--- config.mk ---
export PLATFORM = sky130hd
export DESIGN_NAME = pmem_boot_fetch_ctrl
export DESIGN_NICKNAME = d
export VERILOG_FILES = /design/src/rtl/pmem_boot_fetch_ctrl.sv
export SDC_FILE = /design/constraint.sdc
export NUM_CORES = 1
export LEC_CHECK = 0
export CORE_MARGIN = 3
export CORE_UTILIZATION = 41
export DETAILED_ROUTE_END_ITERATION = 7
export PLACE_DENSITY = 0.76
export RECOVER_POWER = 25
export SKIP_LAST_GASP = 1
export SYNTH_ARGS = -nofsm -noshare
export SYNTH_HDL_FRONTEND = slang
export SYNTH_SLANG_ARGS = --single-unit
--- constraint.sdc ---
create_clock -name clk -period 2.15 [get_ports clk]
set_input_delay 0.43 -clock clk [delete_from_list [all_inputs] [get_ports clk]]
set_output_delay 0.43 -clock clk [all_outputs]
set_load 0.05 [all_outputs]
--- src/rtl/pmem_boot_fetch_ctrl.sv ---
// Program memory owner: assembles loader bytes into 16-bit words during boot,
// then serves CPU instruction fetches with a fixed one-cycle latency.
module pmem_boot_fetch_ctrl #(
  parameter int          ADDR_W   = 8,
  parameter logic [7:0]  PAD_BYTE = 8'h00
) (
  input  logic              clk,
  input  logic              rst_n,
  input  logic              ld_valid,
  input  logic [7:0]        ld_byte,
  output logic              ld_ready,
  input  logic              ld_end,
  input  logic              boot_req,
  input  logic              f_req,
  input  logic [ADDR_W-1:0] f_addr,
  output logic              f_valid,
  output logic [15:0]       f_instr,
  output logic              cpu_run,
  output logic [ADDR_W:0]   ld_count,
  output logic              pm_rden,
  output logic [ADDR_W-1:0] pm_rd_addr,
  output logic [1:0]        pm_we,
  output logic [ADDR_W-1:0] pm_wr_addr,
  output logic [15:0]       pm_wr_data,
  input  logic [15:0]       pm_instr
);

  // state   | meaning
  // BOOT_LO | waiting for the low byte of the next word
  // BOOT_HI | low byte latched, waiting for the high byte
  // RUN     | image loaded, CPU fetches served
  typedef enum logic [1:0] {BOOT_LO, BOOT_HI, RUN} state_t;

  localparam int DEPTH = 1 << ADDR_W;

  state_t      state, next_state;
  logic [7:0]  lo;
  logic        hs, wr_go, lo_load, last_word, reload;
  logic [15:0] wr_word;

  assign ld_ready   = (state != RUN);
  assign hs         = ld_valid & ld_ready;
  assign last_word  = (ld_count == (ADDR_W+1)'(DEPTH - 1));
  assign reload     = (state == RUN) & boot_req;
  assign pm_rden    = (state == RUN) & cpu_run & f_req & ~boot_req;
  assign pm_rd_addr = f_addr;
  assign f_instr    = f_valid ? pm_instr : 16'h0000;

  always_comb begin
    next_state = state;
    wr_go      = 1'b0;
    lo_load    = 1'b0;
    wr_word    = {PAD_BYTE, lo};
    case (state)
      BOOT_LO: begin
        if (hs && ld_end) begin
          wr_go      = 1'b1;
          wr_word    = {PAD_BYTE, ld_byte};
          next_state = RUN;
        end else if (hs) begin
          lo_load    = 1'b1;
          next_state = BOOT_HI;
        end else if (ld_end) begin
          next_state = RUN;
        end
      end
      BOOT_HI: begin
        if (hs) begin
          wr_go      = 1'b1;
          wr_word    = {ld_byte, lo};
          next_state = (ld_end || last_word) ? RUN : BOOT_LO;
        end else if (ld_end) begin
          wr_go      = 1'b1;
          next_state = RUN;
        end
      end
      RUN: begin
        if (boot_req) next_state = BOOT_LO;
      end
      default: next_state = BOOT_LO;
    endcase
  end

  // cpu_run is withheld during the final write cycle so a fetch never overlaps a write.
  always_ff @(posedge clk or negedge rst_n) begin
    if (!rst_n) begin
      state      <= BOOT_LO;
      lo         <= 8'h00;
      ld_count   <= '0;
      cpu_run    <= 1'b0;
      f_valid    <= 1'b0;
      pm_we      <= 2'b00;
      pm_wr_addr <= '0;
      pm_wr_data <= 16'h0000;
    end else begin
      state   <= next_state;
      cpu_run <= (next_state == RUN) & ~wr_go;
      f_valid <= pm_rden;
      pm_we   <= wr_go ? 2'b11 : 2'b00;
      if (lo_load) lo <= ld_byte;
      if (wr_go) begin
        pm_wr_addr <= ld_count[ADDR_W-1:0];
        pm_wr_data <= wr_word;
      end
      if (reload) ld_count <= '0;
      else if (wr_go) ld_count <= ld_count + (ADDR_W+1)'(1);
    end
  end

endmodule

==> qor.tcl <==
set qor(status) {completed}
set qor(tritoncts.num_buffers) 5
set qor(clock_insertion_delay_worst_skew_ns) 0.30
set qor(path_buf_inv) 1
set qor(hold_buffers) 0
set qor(power-per-cell-area_nw_per_um2) 934
set qor(die_height_um) 79.3
set qor(switchingPower_uw) 1230
set qor(combinationalPowerShare_pct) 43.2
set qor(effective_utilization_at_floorplan_pct) 42.9
set qor(power_uw) 3130
set qor(path_clk_slew_ns) 0.09
set qor(route.vias.total) 1673
set qor(grt_remaining_overflow) 0
set qor(cp_max_fanout) 8
set qor(tritoncts) {built}
set qor(max_clock_freq_mhz) 489
set qor(post_cts.resized_instances) 0
set qor(post-dp-hpwl_mm) 3.86
set qor(pin_count) 101
set qor(die_x_um) 79.3
set qor(nNetsFinal) 301
set qor(via_count_of_the_first_global_routing_pass) 1730
set qor(grt_max_degree) 27
set qor(num_antenna_cells) 0
set qor(grt_use_total_pct) 16.8
set qor(place_congestion) 0.719
set qor(route.detailed.wl_per_inst_um) 15.5
set qor(setup_repair_after_global_routing_missed_its_margin) {false}
set qor(timing.max_slew.rel_slack_pct) 22.2
set qor(cp_top_family) {buffers and inverters}
set qor(design.die.area_um2) 6290
set qor(antenna_found_initial) 0
set qor(final-setup-viol-count) 0
set qor(synth_area_leader_cell) {sky130_fd_sc_hd__dfrtp_1}
set qor(drt_pass_1_iters) 4
set qor(setup_crit_path_kind) {register to output port}
set qor(power.sequential.fraction_pct) 38.1
set qor(slew_viol_final) 0
set qor(place_area_um2) 3270
set qor(worst_path_largest_cell_delay_ns) 0.85
set qor(critical_path.endpoint_type) {output port}
set qor(placement.io_buffers) 84
set qor(relative_contribution_of_the_clock_network_to_total_power_pct) 18.6
set qor(rr_worst_depth) 4
set qor(synthesis.area_per_instance_um2) 12.4
set qor(clock-root-buffer) {sky130_fd_sc_hd__clkbuf_8}
set qor(worst_clock_skew_ns) 0.00930
set qor(synth_seq_cells) 46
set qor(drc_errors) 0
set qor(clockBufferDepth) 2
set qor(grt_first_pass_wirelength_mm) 8.25
set qor(final.period_utilization_pct) 95.1
set qor(drt.antenna.violating_nets) 0
set qor(core-area_um2) 5140
set qor(cells_taking_the_most_area_after_synthesis) {sky130_fd_sc_hd__dfrtp_1, sky130_fd_sc_hd__mux2_2, sky130_fd_sc_hd__and2_1, sky130_fd_sc_hd__mux2i_1, sky130_fd_sc_hd__buf_4}
set qor(layout_cells_sized_above_1_pct) 24.8
set qor(hold_violation_total_from_the_final_report) 0
set qor(synth_warnings) 0
set qor(syn-num-nets) 218
set qor(number_of_h_tree_branching_levels) 2
set qor(list_of_cells_traversed_by_the_critical_path) {clkdlybuf4s50_1}
set qor(fillCellCount) 429
set qor(synth_cell_types) 35
set qor(clock_sink_total) 46
set qor(setup.worst_path.start_class) {register}
set qor(power.ir.vdd_worst_mv) 0.717
set qor(detail_route.vias_per_cell) 5.04
set qor(synth_area_um2) 2200
set qor(postCtsSetupBuffers) 0
set qor(relative_area_change_from_synthesis_to_final_layout_pct) 52.3
set qor(worstPathArrival_ns) 1.62
set qor(std_cell_rows) 26
set qor(drt_first_iter_violations) 54
set qor(finalCriticalPeriod_ns) 2.05
set qor(power.internal_uw) 1900
set qor(timing.hold.worst.class) {input pin to async pin}
set qor(synth-async-reset-ratio_pct) 100
set qor(setup_total_negative_slack_ns) 0
set qor(regToRegSetupSlack_ns) 0.51
set qor(switching_share_pct) 39.2
set qor(synth_largest_type_area_fraction_pct) 52.2
set qor(number_of_enable_flip_flop_cells_after_synthesis) 0
set qor(synth_top_flop_cell) {sky130_fd_sc_hd__dfrtp_1}
set qor(timing_worst_slew_pin_value_ns) 1.17
set qor(cap_violations) 0
set qor(final_design_area_no_fill_um2) 3360
set qor(routed_wl_mm) 5.13
set qor(critPathSlowestCell) {sky130_fd_sc_hd__clkdlybuf4s50_1}
set qor(static-leakage-power_uw) 0.00150
set qor(critical_path_required_ns) 1.72
set qor(post_synth_inst_count) 178
set qor(synth.yosys.seq_area_share_pct) 52.2
set qor(critical_path_depth) 1
-- area by class of cell --
cell class | count | area [µm²] | area share [%]
clock buffer | 7 | 96.3 | 2.87
sequential | 46 | 1150 | 34.3
inverter | 5 | 18.8 | 0.559
multi-input combinational | 109 | 908 | 27.1
tap | 70 | 87.6 | 2.61
clock inverter | 1 | 8.76 | 0.261
timing repair buffer | 94 | 1080 | 32.3
-- sequential cells by signal, summed over array words and instances, names as in the netlist --
register / cells
cpu_run: 1
ld_count: 9
state: 2
pm_wr_addr: 8
f_valid: 1
pm_wr_data: 16
lo: 8
pm_we: 1
-- cell families after synthesis --
logic type,synth area share (%)
AO/OA/AOI/OAI,7.78
XOR/XNOR,0.398
adder cells (fa/ha/maj),1.76
buffers and inverters,6.76
flip-flops,52.2
multiplexers,17.5
AND/OR/NAND/NOR,13.6
-- synthesized netlist by cell type (2+ instances only) --
cell                       count
sky130_fd_sc_hd__buf_2         2
sky130_fd_sc_hd__a31oi_1       6
sky130_fd_sc_hd__nor3_1        3
sky130_fd_sc_hd__nand3_1       3
sky130_fd_sc_hd__buf_4        10
sky130_fd_sc_hd__buf_1         2
sky130_fd_sc_hd__and2_1       16
sky130_fd_sc_hd__and3_1        3
sky130_fd_sc_hd__mux2_4        4
sky130_fd_sc_hd__mux2_2       19
sky130_fd_sc_hd__ha_1          2
sky130_fd_sc_hd__nand4_1       2
sky130_fd_sc_hd__nand2b_1      2
sky130_fd_sc_hd__and4b_1       2
sky130_fd_sc_hd__o21a_1        2
sky130_fd_sc_hd__and4_1        2
sky130_fd_sc_hd__inv_1         5
sky130_fd_sc_hd__mux2i_1      10
sky130_fd_sc_hd__nand2_1       9
sky130_fd_sc_hd__dfrtp_1      46
sky130_fd_sc_hd__a22o_1        8
sky130_fd_sc_hd__buf_6         3
sky130_fd_sc_hd__a21oi_1       5
-- worst paths after layout --
kind,startpoint,to
min reg2reg,pm_wr_addr[6]$_DFFE_PN0P_,pm_wr_addr[6]$_DFFE_PN0P_
min in group clk,pm_wr_addr[6]$_DFFE_PN0P_,pm_wr_addr[6]$_DFFE_PN0P_
min,rst_n,lo[5]$_DFFE_PN0P_
max reg2reg,state[0]$_DFF_PN0_,pm_wr_data[7]$_DFFE_PN0P_
max in group asynchronous,rst_n,ld_count[7]$_DFFE_PN0P_
max,ld_count[4]$_DFFE_PN0P_,ld_count[4]
-- placed cells by master (no fill, tap or decap), types with 2 or more instances in the layout --
master,n
sky130_fd_sc_hd__buf_4,10
sky130_fd_sc_hd__and4b_1,2
sky130_fd_sc_hd__ha_1,2
sky130_fd_sc_hd__and4_1,2
sky130_fd_sc_hd__clkbuf_8,7
sky130_fd_sc_hd__nand2_1,9
sky130_fd_sc_hd__and3_1,3
sky130_fd_sc_hd__inv_1,5
sky130_fd_sc_hd__mux2_2,19
sky130_fd_sc_hd__a31oi_1,6
sky130_fd_sc_hd__buf_12,18
sky130_fd_sc_hd__nand4_1,2
sky130_fd_sc_hd__nand2b_1,2
sky130_fd_sc_hd__and2_1,16
sky130_fd_sc_hd__nand3_1,3
sky130_fd_sc_hd__a21oi_1,5
sky130_fd_sc_hd__mux2_4,4
sky130_fd_sc_hd__clkdlybuf4s50_1,64
sky130_fd_sc_hd__a22o_1,8
sky130_fd_sc_hd__dfrtp_1,46
sky130_fd_sc_hd__nor3_1,2
sky130_fd_sc_hd__o21a_1,2
sky130_fd_sc_hd__mux2i_1,10
-- per-stage QoR --
step	hold slack, ns	cells	setup WS, ns	utilization (%)
3_3_place_gp	0.428	324	0.172	63.6
2_1_floorplan	0.134	178	0.0156	-
4_1_cts	0.107	332	0.0967	65.6
6_report	0.337	332	0.105	65.3
3_5_place_dp	0.434	324	0.143	63.6
5_1_grt	0.415	332	0.0351	65.3
-- power by group through the flow --
stage / combinational (µW) / clock [µW] / sequential, µW
final: 1360 / 584 / 1200
after global routing: 1430 / 629 / 1220
after CTS: 1370 / 594 / 1200
after detailed placement: 1370 / 0 / 1210
after global placement: 1350 / 0 / 1210
after floorplan: 442 / 0 / 1680
-- routing by layer --
layer	global-route usage (%)	part of all wire [%]
met5	0	0
met2	29.2	51
met3	4.76	7.2
met1	19.7	41
met4	6.01	1.6
Power figures use the tool's default switching activity.
==> RTL edit 1 (same flow settings) <==
The parameter `ADDR_W` goes from 8 to 7.
--- a/src/rtl/pmem_boot_fetch_ctrl.sv
+++ b/src/rtl/pmem_boot_fetch_ctrl.sv
@@ -1,7 +1,7 @@
 // Program memory owner: assembles loader bytes into 16-bit words during boot,
 // then serves CPU instruction fetches with a fixed one-cycle latency.
 module pmem_boot_fetch_ctrl #(
-  parameter int          ADDR_W   = 8,
+  parameter int          ADDR_W   = 7,
   parameter logic [7:0]  PAD_BYTE = 8'h00
 ) (
   input  logic              clk,
Ports: changed (resized f_addr, ld_count, pm_rd_addr and pm_wr_addr); port bits go from 101 to 97. The function was not compared with the original's and may differ.
==> RTL edit 1 against the original RTL <==
Non-clock buffer count is 2 lower; wire length is 1.9% higher; power is 0.32% lower; area after synthesis is 1.2% higher; sequential cell count is 2 lower; final area is 0.19% lower; first-iteration DRC count is 20% higher; worst setup slack worse by 0.017 ns; critical path type unchanged; critical endpoint is now ld_count[2]; largest cell class unchanged; largest power group unchanged.
==> RTL edit 1: results (changes against the original RTL) <==
- Status: completed
- Vias in the first global route: 1729 (-0.058%)
- Compound-gate portion of the synthesized area: 8.19% (+0.41 points)
- Post-synthesis cell type count: 42 (+20%)
- Cell count after synthesis: 174 (-2.2%)
- Post-Synth Adder-Cell Area: 1.18% (-0.58 points)
- Met2 Resource Use GR: 30.2% (+1.0 points)
- Slew @ Worst Pin: 1.23 ns (+0.0624 ns)
- Worst Skew: 0.00289 ns (-0.00641 ns)
- Register area share after synthesis: 49.4% (-2.9 points)
- Post-synth top cells: dfrtp_1 (44), and2_1 (16), mux2_2 (11), mux2_4 (11), buf_4 (9)
- Leak: 0.00147 µW (-2.1%)
- Switching share of power: 39.7% (+0.42 points)
- GPL Wtd Cong: 0.758 (+5.4%)
- P per Cell Area: 933 nW/µm² (-0.13%)
- Mux contribution to synthesized area: 18.2% (+0.75 points)
- Routed WL: 5.23 mm (+1.9%)
- DRT iter0 DRCs: 65 (+20%)
- Filler Cell Count: 403 (-6.1%)
- Peak VDD IR: 0.671 mV (-6.4%)
- GR Util met3: 4.63% (-0.13 points)
- Largest net degree at the start of global routing: 24 (-11%)
- Synth Area in XOR/XNOR: 0.393% (-0.0047 points)
- Synth top area cells: dfrtp_1 (49%), mux2_4 (7.4%), mux2_2 (5.6%)
- Grt met1 use: 21.7% (+1.9 points)
- Biggest regs: pm_wr_data x16, ld_count x8, lo x8
- Via count: 1657 (-0.96%)
- Met1 WL: 2.19 mm (+5.0%)
- Post-DP Area: 3270 µm² (+0.23%)
- Comb group: 1420 µW (+4%)
- Multi-input logic area: 961 µm² (+5.8%)
[RTL edit 1: final timing paths]
kind | start | endpoint | slack (ns) | cells after the start
hold reg to reg | lo[4]$_DFFE_PN0P_ | lo[4]$_DFFE_PN0P_ | 0.50 | 1
setup reg to reg | state[0]$_DFF_PN0_ | pm_wr_data[5]$_DFFE_PN0P_ | 0.39 | 4
hold / removal | rst_n | pm_wr_data[11]$_DFFE_PN0P_ | 0.37 | 1
max in group asynchronous | rst_n | ld_count[4]$_DFFE_PN0P_ | 0.61 | 2
min in group clk | lo[4]$_DFFE_PN0P_ | lo[4]$_DFFE_PN0P_ | 0.50 | 1
setup / recovery | ld_count[2]$_DFFE_PN0P_ | ld_count[2] | 0.09 | 1
[RTL edit 1: layout make-up]
class | instances | share of cell area, %
inverters | 5 | 0.560
well taps | 70 | 2.61
flip-flops and latches | 44 | 32.9
clock buffers | 8 | 2.69
multi-input cells | 106 | 28.7
repair buffers | 92 | 32.5
==> RTL edit 2 (same flow settings) <==
Made on the original files. One comparison of `ld_count` changes from == to >=.
--- a/src/rtl/pmem_boot_fetch_ctrl.sv
+++ b/src/rtl/pmem_boot_fetch_ctrl.sv
@@ -40,7 +40,7 @@
 
   assign ld_ready   = (state != RUN);
   assign hs         = ld_valid & ld_ready;
-  assign last_word  = (ld_count == (ADDR_W+1)'(DEPTH - 1));
+  assign last_word  = (ld_count >= (ADDR_W+1)'(DEPTH - 1));
   assign reload     = (state == RUN) & boot_req;
   assign pm_rden    = (state == RUN) & cpu_run & f_req & ~boot_req;
   assign pm_rd_addr = f_addr;
Formal check against the unedited RTL: no difference found for any inputs over 10 cycles, from zero or initial values and one cycle with rst_n low; that may be too few to reach the edited logic, so the function may still have changed.
==> RTL edit 2 against the original RTL <==
Final cell count increased by 3.0%; non-clock buffer count is 3 higher; final area up 1.6%; wire length up 5.4%; sequential cell count unchanged; register-to-register slack worse by 0.07 ns; worst setup slack gained 0.011 ns; power is 18% higher; area after synthesis increased by 3.0%; via count rose by 3.8%; critical endpoint is now ld_count[3].
==> RTL edit 2: results (changes against the original RTL) <==
- Largest family of logic cells by synthesized area: multiplexers
- Fraction of layout cells with a size suffix above 1: 26.1% (+1.3 points)
- Post-synth top area share: 50.7% (-1.5 points)
- Detailed placement HPWL: 4.09 mm (+6.1%)
- Grt met1 use: 22.0% (+2.3 points)
- Vias in the first global route: 1874 (+8.3%)
- Met1 WL: 2.18 mm (+4.5%)
- Via count: 1736 (+3.8%)
- Largest net degree at the start of global routing: 47 (+74%)
- Status: completed
- Setup WS pre-CTS: -0.00860 ns (-0.152 ns)
- Worst Skew: 0.0108 ns (+0.00148 ns)
- Leak: 0.00151 µW (+0.77%)
- Crit path from: ld_count[3]$_DFFE_PN0P_
- Met3 WL: 519 µm (+41%)
- Worst reg-to-reg setup slack: 0.44 ns (-0.07 ns)
- Synth top area cells: dfrtp_1 (51%), mux2_2 (12%), mux2i_1 (4.9%)
- Compound-gate portion of the synthesized area: 7.17% (-0.61 points)
- Top delay family on crit path: buffers and inverters
- DRT iter0 DRCs: 66 (+22%)
- Layout Nets: 312 (+3.7%)
- Crit path time final: 2.03 ns (-0.0115 ns)
- Clk buf depth: 2 (unchanged)
- Worst skew pair latency: 0.30 ns (about the same)
- CP max stage delay: 0.85 ns (about the same)
- Post-Synth Adder-Cell Area: 1.71% (-0.051 points)
- Post-DP Area: 3330 µm² (+2.0%)
- Post-synth top cells: dfrtp_1 (46), mux2_2 (24), and2_1 (16)
- Main synth FF type: dfrtp_1
- GPL Wtd Cong: 0.732 (+1.8%)
- CTS H-tree depth: 2 (unchanged)
- Total GRT Usage: 18.1% (+1.3 points)
- Syn_nets: 228 (+4.6%)
- Critical register-to-register path startpoint: state[1]$_DFF_PN0_
- Synth Area in XOR/XNOR: 0.386% (-0.012 points)
- Routed WL: 5.41 mm (+5.4%)
- Peak VDD IR: 0.812 mV (+13%)
- Crit Path Max Fanout: 8 (unchanged)
- FF-to-FF End: pm_wr_data[1]$_DFFE_PN0P_
- CP arrival: 1.60 ns (-0.02 ns)
- Detailed-routed wire length on met2: 2.61 mm (+0.54%)
- GR Util met3: 4.82% (+0.059 points)
- Clock Tree Root: clkbuf_8
- Post-synthesis cell type count: 39 (+11%)
- Hold slack: 0.414 ns (+0.0768 ns)
- Met2 Resource Use GR: 30.3% (+1.1 points)
- Post-route ant nets: 0 (unchanged)
- Relative slew slack: 26.5% (+4.3 points)
- Mux contribution to synthesized area: 16.8% (-0.73 points)
- Placed instance count: 335 (+3.4%)
- Avg Synthesized Cell Area: 12.1 µm² (-2.5%)
- Register area share after synthesis: 50.7% (-1.5 points)
- Filler Cell Count: 415 (-3.3%)
- Drt wl/cell: 15.8 µm (+2.3%)
- First-pass GRT wire length: 9.01 mm (+9.3%)
- CP Capture Point: ld_count[3]
## RTL edit 2: cell types whose count changed in the layout (fill, tap and decap cells not counted), moves of 2 or more
cell / delta
a31oi_1: -2
buf_4: +2
clkbuf_8: -2
inv_1: -2
mux2_2: +5
mux2_4: -4
nand2_1: +2
nand4_1: +2
nor2_1: +2
## RTL edit 2: cell type report
| type | count | area (µm²) | area share (%) |
|---|---|---|---|
| clock buffer | 6 | 72.6 | 2.13 |
| clock inverter | 1 | 7.51 | 0.220 |
| inverter | 4 | 15.0 | 0.440 |
| multi-input combinational | 118 | 963 | 28.3 |
| sequential | 46 | 1150 | 33.8 |
| tap | 70 | 87.6 | 2.57 |
| timing repair buffer | 97 | 1110 | 32.6 |
## RTL edit 2: where the power goes
part	total, µW	internal [µW]	leakage [µW]	switching (µW)
Clock	499	223	0.0000373	276
Combinational	1880	763	0.000881	1120
Sequential	1310	1130	0.000594	189
Total	3690	2110	0.00151	1580
